<file path="src/rtl/multicycle_ctrl_if.sv">
// Control bundle between the multi-cycle controller and the datapath/memory port.
// Optional retired_cnt field is present when MULTICYCLE_CTRL_PERF_EN is defined.
interface multicycle_ctrl_if;
    logic [6:0]  opcode;
    logic        mem_ready;
    logic [1:0]  alu_op;
    logic [1:0]  alu_src_a;
    logic [1:0]  alu_src_b;
    logic        iord;
    logic        mem_read;
    logic        mem_write;
    logic        ir_write;
    logic        pc_write;
    logic        pc_write_cond;
    logic        reg_write;
    logic        pc_src;
    logic [1:0]  mem_to_reg;
    logic        illegal_instr;
    logic [3:0]  state;
`ifdef MULTICYCLE_CTRL_PERF_EN
    logic [31:0] retired_cnt;
`endif

    modport master (
        input  opcode, mem_ready,
        output alu_op, alu_src_a, alu_src_b, iord, mem_read, mem_write,
               ir_write, pc_write, pc_write_cond, reg_write, pc_src,
               mem_to_reg, illegal_instr, state
`ifdef MULTICYCLE_CTRL_PERF_EN
        , output retired_cnt
`endif
    );

    modport slave (
        output opcode, mem_ready,
        input  alu_op, alu_src_a, alu_src_b, iord, mem_read, mem_write,
               ir_write, pc_write, pc_write_cond, reg_write, pc_src,
               mem_to_reg, illegal_instr, state
`ifdef MULTICYCLE_CTRL_PERF_EN
        , input retired_cnt
`endif
    );
endinterface

</file>
<file path="src/rtl/multicycle_ctrl.sv">
// Main FSM of the multi-cycle RV32I core; MULTICYCLE_CTRL_PERF_EN adds retired_cnt.
// Latency: outputs decode combinationally from state; 2..5 cycles per instruction.
// Backpressure: FETCH, MEM_READ and MEM_WRITE hold with strobes asserted until mem_ready.
module multicycle_ctrl (
    input  logic          clk,
    input  logic          rst_n,
    multicycle_ctrl_if.master ctrl
);

    typedef enum logic [3:0] {
        S_FETCH     = 4'd0,
        S_DECODE    = 4'd1,
        S_MEM_ADDR  = 4'd2,
        S_MEM_READ  = 4'd3,
        S_MEM_WB    = 4'd4,
        S_MEM_WRITE = 4'd5,
        S_EXEC_R    = 4'd6,
        S_ALU_WB    = 4'd7,
        S_BRANCH    = 4'd8,
        S_JAL       = 4'd9,
        S_EXEC_I    = 4'd10
    } state_t;

    localparam logic [6:0] OP_R      = 7'b0110011;
    localparam logic [6:0] OP_I      = 7'b0010011;
    localparam logic [6:0] OP_LOAD   = 7'b0000011;
    localparam logic [6:0] OP_STORE  = 7'b0100011;
    localparam logic [6:0] OP_BRANCH = 7'b1100011;
    localparam logic [6:0] OP_JAL    = 7'b1101111;

    state_t state_q;
    state_t state_d;

    logic [1:0] alu_op_c;
    logic [1:0] alu_src_a_c;
    logic [1:0] alu_src_b_c;
    logic [1:0] mem_to_reg_c;
    logic       iord_c;
    logic       pc_src_c;
    logic       mem_read_c;
    logic       mem_write_c;
    logic       ir_write_c;
    logic       pc_write_c;
    logic       pc_write_cond_c;
    logic       reg_write_c;
    logic       illegal_c;

    always_ff @(posedge clk or negedge rst_n) begin
        if (!rst_n) begin
            state_q <= S_FETCH;
        end else begin
            state_q <= state_d;
        end
    end

    always_comb begin
        state_d         = S_FETCH;
        alu_op_c        = 2'b00;
        alu_src_a_c     = 2'b00;
        alu_src_b_c     = 2'b00;
        mem_to_reg_c    = 2'b00;
        iord_c          = 1'b0;
        pc_src_c        = 1'b0;
        mem_read_c      = 1'b0;
        mem_write_c     = 1'b0;
        ir_write_c      = 1'b0;
        pc_write_c      = 1'b0;
        pc_write_cond_c = 1'b0;
        reg_write_c     = 1'b0;
        illegal_c       = 1'b0;

        case (state_q)
            S_FETCH: begin
                mem_read_c  = 1'b1;
                alu_src_b_c = 2'b01;
                // IR and PC latch only on the cycle memory actually returns data
                ir_write_c  = ctrl.mem_ready;
                pc_write_c  = ctrl.mem_ready;
                state_d     = ctrl.mem_ready ? S_DECODE : S_FETCH;
            end
            S_DECODE: begin
                alu_src_a_c = 2'b01;
                alu_src_b_c = 2'b10;
                case (ctrl.opcode)
                    OP_R:               state_d = S_EXEC_R;
                    OP_I:               state_d = S_EXEC_I;
                    OP_LOAD, OP_STORE:  state_d = S_MEM_ADDR;
                    OP_BRANCH:          state_d = S_BRANCH;
                    OP_JAL:             state_d = S_JAL;
                    default: begin
                        state_d   = S_FETCH;
                        illegal_c = 1'b1;
                    end
                endcase
            end
            S_EXEC_R: begin
                alu_src_a_c = 2'b10;
                alu_src_b_c = 2'b00;
                alu_op_c    = 2'b10;
                state_d     = S_ALU_WB;
            end
            S_EXEC_I: begin
                alu_src_a_c = 2'b10;
                alu_src_b_c = 2'b10;
                alu_op_c    = 2'b10;
                state_d     = S_ALU_WB;
            end
            S_ALU_WB: begin
                reg_write_c = 1'b1;
                state_d     = S_FETCH;
            end
            S_MEM_ADDR: begin
                alu_src_a_c = 2'b10;
                alu_src_b_c = 2'b10;
                state_d     = (ctrl.opcode == OP_LOAD) ? S_MEM_READ : S_MEM_WRITE;
            end
            S_MEM_READ: begin
                mem_read_c = 1'b1;
                iord_c     = 1'b1;
                state_d    = ctrl.mem_ready ? S_MEM_WB : S_MEM_READ;
            end
            S_MEM_WB: begin
                reg_write_c  = 1'b1;
                mem_to_reg_c = 2'b01;
                state_d      = S_FETCH;
            end
            S_MEM_WRITE: begin
                mem_write_c = 1'b1;
                iord_c      = 1'b1;
                state_d     = ctrl.mem_ready ? S_FETCH : S_MEM_WRITE;
            end
            S_BRANCH: begin
                alu_src_a_c     = 2'b10;
                alu_src_b_c     = 2'b00;
                alu_op_c        = 2'b01;
                pc_write_cond_c = 1'b1;
                pc_src_c        = 1'b1;
                state_d         = S_FETCH;
            end
            S_JAL: begin
                reg_write_c  = 1'b1;
                mem_to_reg_c = 2'b10;
                pc_write_c   = 1'b1;
                pc_src_c     = 1'b1;
                state_d      = S_FETCH;
            end
            default: state_d = S_FETCH;
        endcase
    end

    // Everything is gated by rst_n so an abort mid-access kills strobes immediately
    assign ctrl.mem_read      = rst_n & mem_read_c;
    assign ctrl.mem_write     = rst_n & mem_write_c;
    assign ctrl.ir_write      = rst_n & ir_write_c;
    assign ctrl.pc_write      = rst_n & pc_write_c;
    assign ctrl.pc_write_cond = rst_n & pc_write_cond_c;
    assign ctrl.reg_write     = rst_n & reg_write_c;
    assign ctrl.illegal_instr = rst_n & illegal_c;
    assign ctrl.iord          = rst_n & iord_c;
    assign ctrl.pc_src        = rst_n & pc_src_c;
    assign ctrl.alu_op        = rst_n ? alu_op_c     : 2'b00;
    assign ctrl.alu_src_a     = rst_n ? alu_src_a_c  : 2'b00;
    assign ctrl.alu_src_b     = rst_n ? alu_src_b_c  : 2'b00;
    assign ctrl.mem_to_reg    = rst_n ? mem_to_reg_c : 2'b00;
    assign ctrl.state         = state_q;

`ifdef MULTICYCLE_CTRL_PERF_EN
    logic [31:0] retired_q;
    logic        retire;

    // DECODE->FETCH is the illegal path and must not count
    assign retire = (state_d == S_FETCH) &&
                    ((state_q == S_ALU_WB) || (state_q == S_MEM_WB) ||
                     (state_q == S_MEM_WRITE) || (state_q == S_BRANCH) ||
                     (state_q == S_JAL));

    always_ff @(posedge clk or negedge rst_n) begin
        if (!rst_n) begin
            retired_q <= 32'd0;
        end else if (retire) begin
            retired_q <= retired_q + 32'd1;
        end
    end

    assign ctrl.retired_cnt = retired_q;
`endif

endmodule

</file>
<file path="src/flat_wrapper.sv">
// flat-port wrapper written by rule: the top's interface ports become plain ports
module multicycle_ctrl_flat 
  (clk, rst_n, ctrl_opcode, ctrl_mem_ready, ctrl_alu_op, ctrl_alu_src_a, ctrl_alu_src_b, ctrl_iord, ctrl_mem_read, ctrl_mem_write, ctrl_ir_write, ctrl_pc_write, ctrl_pc_write_cond, ctrl_reg_write, ctrl_pc_src, ctrl_mem_to_reg, ctrl_illegal_instr, ctrl_state);
  multicycle_ctrl_if ctrl_i ();
  input  logic clk;
  input  logic rst_n;
  input wire logic [$bits(ctrl_i.opcode)-1:0] ctrl_opcode;
  input wire logic [$bits(ctrl_i.mem_ready)-1:0] ctrl_mem_ready;
  output wire logic [$bits(ctrl_i.alu_op)-1:0] ctrl_alu_op;
  output wire logic [$bits(ctrl_i.alu_src_a)-1:0] ctrl_alu_src_a;
  output wire logic [$bits(ctrl_i.alu_src_b)-1:0] ctrl_alu_src_b;
  output wire logic [$bits(ctrl_i.iord)-1:0] ctrl_iord;
  output wire logic [$bits(ctrl_i.mem_read)-1:0] ctrl_mem_read;
  output wire logic [$bits(ctrl_i.mem_write)-1:0] ctrl_mem_write;
  output wire logic [$bits(ctrl_i.ir_write)-1:0] ctrl_ir_write;
  output wire logic [$bits(ctrl_i.pc_write)-1:0] ctrl_pc_write;
  output wire logic [$bits(ctrl_i.pc_write_cond)-1:0] ctrl_pc_write_cond;
  output wire logic [$bits(ctrl_i.reg_write)-1:0] ctrl_reg_write;
  output wire logic [$bits(ctrl_i.pc_src)-1:0] ctrl_pc_src;
  output wire logic [$bits(ctrl_i.mem_to_reg)-1:0] ctrl_mem_to_reg;
  output wire logic [$bits(ctrl_i.illegal_instr)-1:0] ctrl_illegal_instr;
  output wire logic [$bits(ctrl_i.state)-1:0] ctrl_state;
  assign ctrl_i.opcode = ctrl_opcode;
  assign ctrl_i.mem_ready = ctrl_mem_ready;
  assign ctrl_alu_op = ctrl_i.alu_op;
  assign ctrl_alu_src_a = ctrl_i.alu_src_a;
  assign ctrl_alu_src_b = ctrl_i.alu_src_b;
  assign ctrl_iord = ctrl_i.iord;
  assign ctrl_mem_read = ctrl_i.mem_read;
  assign ctrl_mem_write = ctrl_i.mem_write;
  assign ctrl_ir_write = ctrl_i.ir_write;
  assign ctrl_pc_write = ctrl_i.pc_write;
  assign ctrl_pc_write_cond = ctrl_i.pc_write_cond;
  assign ctrl_reg_write = ctrl_i.reg_write;
  assign ctrl_pc_src = ctrl_i.pc_src;
  assign ctrl_mem_to_reg = ctrl_i.mem_to_reg;
  assign ctrl_illegal_instr = ctrl_i.illegal_instr;
  assign ctrl_state = ctrl_i.state;
  multicycle_ctrl u_core (.clk(clk), .rst_n(rst_n), .ctrl(ctrl_i));
endmodule
</file>
<file path="config.mk">
export PLATFORM = sky130hd
export DESIGN_NAME = multicycle_ctrl_flat
export DESIGN_NICKNAME = d
export VERILOG_FILES = /design/src/rtl/multicycle_ctrl_if.sv /design/src/rtl/multicycle_ctrl.sv /design/src/flat_wrapper.sv
export SDC_FILE = /design/constraint.sdc
export NUM_CORES = 1
export LEC_CHECK = 0
export BUFFER_PORTS_ARGS = -buffer_cell sky130_fd_sc_hd__buf_2
export CAP_MARGIN = 0
export CORE_MARGIN = 2
export CORE_UTILIZATION = 30
export DETAILED_ROUTE_END_ITERATION = 8
export SLEW_MARGIN = 20
export SYNTH_ARGS = -nofsm -noshare
export SYNTH_HDL_FRONTEND = slang
export SYNTH_SLANG_ARGS = --single-unit
</file>
<file path="constraint.sdc">
create_clock -name clk -period 1.5 [get_ports clk]
set_input_delay 0.075 -clock clk [delete_from_list [all_inputs] [get_ports clk]]
set_output_delay 0.075 -clock clk [all_outputs]
set_load 0.03 [all_outputs]
</file>
# After elaboration in Yosys (flattened, before gate mapping)
# Cells that the tools add are included.
[totals]
ff_bits = 4
in_bits = 10
word_cells = 60
[classes]
n_mux = 24
bitwise_logic = 9
eq_ne = 16
reduce_logical = 10
[op_table]
columns = ["cell", "count"]
rows = [
  ["one-hot mux 4 bit (6 select lines)", 1],
  ["one-hot mux 4 bit (5 select lines)", 1],
  ["equality test 4 x 3 -> 1 bit, second input constant", 4],
  ["one-hot mux 2 bit (2 select lines)", 4],
  ["equality test 7 x 6 -> 1 bit, second input constant", 2],
  ["equality test 7 bit, second input constant", 2],
  ["equality test 4 bit, second input constant", 3],
  ["2-to-1 mux 1 bit", 10],
  ["OR reduction 2 bit", 5],
  ["bitwise AND 1 bit", 9],
  ["2-to-1 mux 3 bit", 3],
  ["equality test 4 x 2 -> 1 bit, second input constant", 2],
  ["2-to-1 mux 2 bit", 4],
  ["equality test 7 x 2 -> 1 bit, second input constant", 1],
  ["equality test 7 x 5 -> 1 bit, second input constant", 1],
  ["OR reduction 3 bit", 2],
  ["OR reduction 6 bit", 1],
  ["equality test 4 x 1 -> 1 bit, second input constant", 1],
  ["logical NOT 4 bit", 1],
  ["OR reduction 4 bit", 1],
  ["one-hot mux 1 bit (2 select lines)", 1],
]

# Depth between registers and ports, before layout
[depth]
depth_word = 5
ltp_mapped = 5

# Worst setup path after synthesis
# OpenSTA, ideal clock, no wires.
[synth_timing]
path_type = "register -> output"
from = "reg u_core.state_q[3] (netlist: u_core.ctrl.state[3])"
to = "out ctrl_pc_write"
arrival_time_ps = 1979
path_stages_with_launch = 5
n_path_buf = 1
setup_slack_ps = -554
cell_sequence = "dfrtp_1 -> buf_4 -> nand2b_1 -> nor3_1 -> or2_1"
[synth_via]
elab_chain_len = 3
elab_cells_between_ends = 4
cone_classes = "1 x eq/ne; 1 x mux; 1 x bitwise; 1 x reduce/logical"
[synth_rtl]
columns = ["item", "line_no", "rtl"]
rows = [
  ["start: declaration", "multicycle_ctrl.sv:31", "state_t state_q;"],
  ["start signal: assignment", "multicycle_ctrl.sv:52", "state_q <= state_d;"],
  ["equality test 4 bit or logical NOT 4 bit (tied branches)", "multicycle_ctrl.sv:72", "case (state_q)"],
  ["one-hot mux 1 bit (2 select lines) *", "multicycle_ctrl.sv:72", ""],
  ["bitwise AND 1 bit *", "multicycle_ctrl.sv:155", "assign ctrl.pc_write = rst_n & pc_write_c;"],
  ["end: declaration", "flat_wrapper.sv:16", "output wire logic [$bits(ctrl_i.pc_write)-1:0] ctrl_pc_write;"],
]
# Mark *: on every way between the ends. The rest lies on a longest branch, timed or not.

# Final worst setup path
[layout_timing]
from = "reg u_core.state_q[1] (netlist: u_core.ctrl.state[1])"
to = "out ctrl_illegal_instr"
[layout_via]
elab_chain_len = 3
[layout_rtl]
columns = ["item", "line_no", "rtl"]
rows = [
  ["equality test 4 x 1 -> 1 bit", "multicycle_ctrl.sv:72", ""],
  ["2-to-1 mux 1 bit", "multicycle_ctrl.sv:72", ""],
  ["bitwise AND 1 bit", "multicycle_ctrl.sv:158", "assign ctrl.illegal_instr = rst_n & illegal_c;"],
  ["end: declaration", "flat_wrapper.sv:21", "output wire logic [$bits(ctrl_i.illegal_instr)-1:0] ctrl_illegal_instr;"],
]
# Every way passes these cells.

==> results list <==
* Total count of max-transition violations in the final report: 0
* DRC: 0
* Detailed-routing wirelength on met1: 797 um
* Clock tree buffer depth: 2
- CTS Buf Count: 3
- Fill cells in the final layout number 179.
- In this run the static leakage power is 0.000459 uW.
- The wire-length estimate of the detail-placed layout is 1220 um.
- In this run the power density over the cells is 539 mW/mm^2.
- Total instance count after detailed placement: 131
- The routed layout has 746 vias.
- Number of diodes added for antenna fixing: 0
* Main combinational cell family by area after synthesis: simple AND/OR/NAND/NOR gates
* Synth Area in Compound Gates: about 20%
- Required time at the worst-slack endpoint: between 1 and 1.5 ns
- Crit start category: register
* Routed length per placed instance: 12.6 um
- Global routing used between 10% and 20% of the available tracks across all layers.
* Max H-tree Level: 1
- Clock Pin Slew Worst Setup and Hold Paths: 0.04 ns
- The initial utilization of the core area, before any placement, comes to between 30% and 40%.
* Area of the die: 0.00219 mm^2
- Global-route wire length before repair: about 2600 um
- Post-synthesis instance area: 549 um^2
- Number of violations reported at the end of detailed-routing iteration 0: 14
* Cell chosen for the clock root: sky130_fd_sc_hd__clkbuf_4
- Cells with a size suffix above 1 make up between 60% and 70% of the layout.
* Final weighted congestion of routability-driven global placement: 0.780
- Summing the areas of all and, or, nand and nor instances in the mapped netlist gives 46.0% of the synthesized area.
* Unrepaired setup endpoints after global routing: yes
- The number of different library cells used by synthesis comes to 33.
- Flops & latches, synth: 4
* Crit path arrival time: 1.41 ns
- Slew @ Worst Pin: about 0.42 ns
- Remaining global-route overflow: 0
* Number of failing hold endpoints at the final stage: 0
* Post-route minimum period: roughly 1.5 ns
* CTS tree: built
- After layout, the worst setup slack is 0.0120 ns.
* Clk sink count: 4
- Routed met3 length: between 90 and 100 um
- Synth Instances: 73
* Final Non-Filler Cells: 149
* Clock latency on the worst-skew pair: 0.23 ns
- Counting instances, the worst hold path has a depth of 3.
- Measured against its own limit, the worst slew margin works out to a little under three quarters.
* Met2 wire length: 965 um
- On the final layout, the worst clock skew is ~0.0017 ns.
- In this run the standard cell core region covers between 0.0015 and 0.002 mm^2.
* Status: finished, final reports clean
- Setup violations remaining at the end of the flow were counted as 0.
* Design area: 0.00102 mm^2
* Maximum number of pins on one net before global-route repair: 13
- The tool flagged a number of max-cap violations equal to 0.
- Count of cells along the worst register-to-register path: 6
* Number of warnings issued by yosys: 0
* Via count normalized by instance count: 5.01
- Cells fill between 50% and 60% of the core in the end.
- The final layout contains routed wiring with a total length of between 1500 and 2000 um.
- Based on the critical path, the design can be clocked at up to 672 MHz.
* Iteration count of the initial detailed-routing pass: 4
- Number of placement rows: 15
- Setup Slack @ Placement: 0.105 ns
* I/O Buffers: 30
* Hold crit path type: in2reg
* Worst supply voltage drop on vdd: 0.356 mV
* Highest metal layer with signal wires: met4
- Number of antenna violations at the first check in global routing: 0
- The register with the most flip-flops in the layout has 4 of them.
- Avg Synthesized Cell Area: approximately 7.5 um^2
- The placed instances occupy a cell area of roughly 800 um^2.
* Antenna Violating Nets Remaining: 0
- When the netlist entered floorplanning its net count stood at 83.
- Vias in the first global route: 620
* Portion of the post-synthesis area used by sequential elements: a little under a fifth
- Synthesis-to-layout area growth: 85.6%
- Worst reg-to-reg setup slack: 0.04 ns
- During I/O placement, the number of pins put on the boundary was 31.
* Portion of netlist area occupied by mux cells: 3.87%
- Number of nets in the layout: 135
- Area share of fa/ha/maj cells after synthesis: 0%
* Final critical-path share of the clock period: 99.2%
- The critical path in this run is classified as reg2out.
- Die outline width: between 40 and 50 um
- Overall die height: 46.8 um
- STA classifies the critical path endpoint as an output port.
* Highest fanout seen on the critical path: 7
* Area share of xor/xnor cells in the synthesized design: 3.19%
==> worst max-delay path: stages (launching register included) <==
cell and delay [ns]:
sky130_fd_sc_hd__dfrtp_2 0.44, sky130_fd_sc_hd__nand2b_2 0.23, sky130_fd_sc_hd__nor3_4 0.13, sky130_fd_sc_hd__and4b_2 0.25, sky130_fd_sc_hd__buf_6 0.13
==> cell usage in the layout, fill, tap and decap left out, types with 2 or more instances in the layout <==
cell                       instances
sky130_fd_sc_hd__nor3_2            5
sky130_fd_sc_hd__a21oi_1           3
sky130_fd_sc_hd__nand2_1           6
sky130_fd_sc_hd__buf_2            22
sky130_fd_sc_hd__nor3_1            4
sky130_fd_sc_hd__buf_6             6
sky130_fd_sc_hd__nor2_1            5
sky130_fd_sc_hd__o21a_1            2
sky130_fd_sc_hd__nor3b_1           2
sky130_fd_sc_hd__buf_4            23
sky130_fd_sc_hd__o22ai_1           2
sky130_fd_sc_hd__clkbuf_4          3
sky130_fd_sc_hd__dfrtp_2           4
sky130_fd_sc_hd__nand2b_4          2
sky130_fd_sc_hd__xnor2_1           2
sky130_fd_sc_hd__o21ai_0           2
==> power breakdown <==
group	internal [uW]	switching [uW]	leakage [uW]
Clock	100	50.1	0.0000150
Sequential	114	13.1	0.0000480
Combinational	127	145	0.000396
Total	341	208	0.000459
==> per-layer routing <==
metal,track usage [%],up-vias
li1,-,366
met1,20.3,353
met2,30.4,25
met3,2.69,2
met4,6.67,0
met5,0,-
==> cell families (layout without fill, tap and decap cells) <==
group,count (synthesis),after routing
compound gates,17,17
simple gates,41,41
mux,2,2
buf+inv,7,58
flops,4,4
xor+xnor,2,2
==> through the flow <==
step	hold slack, ns	TNS (ns)	total power (uW)
2_1_floorplan	-0.221	-1.13	275
3_3_place_gp	0.0494	0	334
3_5_place_dp	0.0473	0	335
4_1_cts	0.166	-0.0380	527
5_1_grt	0.173	-0.198	579
6_report	0.172	0	549
==> path summary, 6_finish.rpt <==
| kind | start | end |
|---|---|---|
| worst max register to register | u_core.ctrl.state[0]$_DFF_PN0_ | u_core.ctrl.state[1]$_DFF_PN0_ |
| worst min-delay path | ctrl_opcode[4] | u_core.ctrl.state[3]$_DFF_PN0_ |
| worst max-delay path | u_core.ctrl.state[1]$_DFF_PN0_ | ctrl_illegal_instr |
| min in group asynchronous | rst_n | u_core.ctrl.state[3]$_DFF_PN0_ |
| worst min register to register | u_core.ctrl.state[3]$_DFF_PN0_ | u_core.ctrl.state[0]$_DFF_PN0_ |
| max in group asynchronous | rst_n | u_core.ctrl.state[2]$_DFF_PN0_ |
==> cells in the mapped netlist, drive strengths merged <==
library cell | n | share of area (%)
and3 | 1 | 1.1
and4b | 1 | 1.8
nand3b | 1 | 1.4
or2 | 1 | 1.1
nor4 | 2 | 6.1
mux2i | 1 | 1.8
nor3b | 4 | 5.5
inv | 2 | 1.4
mux2 | 1 | 2.0
nand2b | 4 | 5.0
o21a | 3 | 4.1
a21oi | 4 | 3.6
o21ai | 3 | 2.7
a31oi | 1 | 1.1
nor2b | 2 | 2.3
o22ai | 2 | 2.3
dfrtp | 4 | 18
a41oi | 1 | 1.6
buf | 5 | 7.5
nand2 | 7 | 4.8
nor3 | 10 | 10
and2 | 1 | 1.1
a22oi | 1 | 1.4
and2b | 1 | 1.6
nor2 | 6 | 4.1
xnor2 | 2 | 3.2
a21boi | 1 | 1.4
a22o | 1 | 1.6
==> final cells by class <==
class | instances | area (um^2) | area share [%]
Multi-Input combinational cell | 62 | 487 | 47.7
Timing Repair Buffer | 52 | 360 | 35.3
Sequential cell | 4 | 105 | 10.3
Tap cell | 25 | 31.3 | 3.07
Clock buffer | 4 | 26.3 | 2.58
Inverter | 2 | 10.0 | 0.982
==> repair_timing <==
item / 4_1_cts / 5_1_grt
pin swaps: 1 / 5
buffers inserted: 8 / 5
hold endpoints to repair: 4 / 0
resized for setup: 14 / 16
hold buffers: 1 / 0
endpoints found under the setup margin: 11 / 11
cloned: 0 / 0
Power figures use the tool's default switching activity.
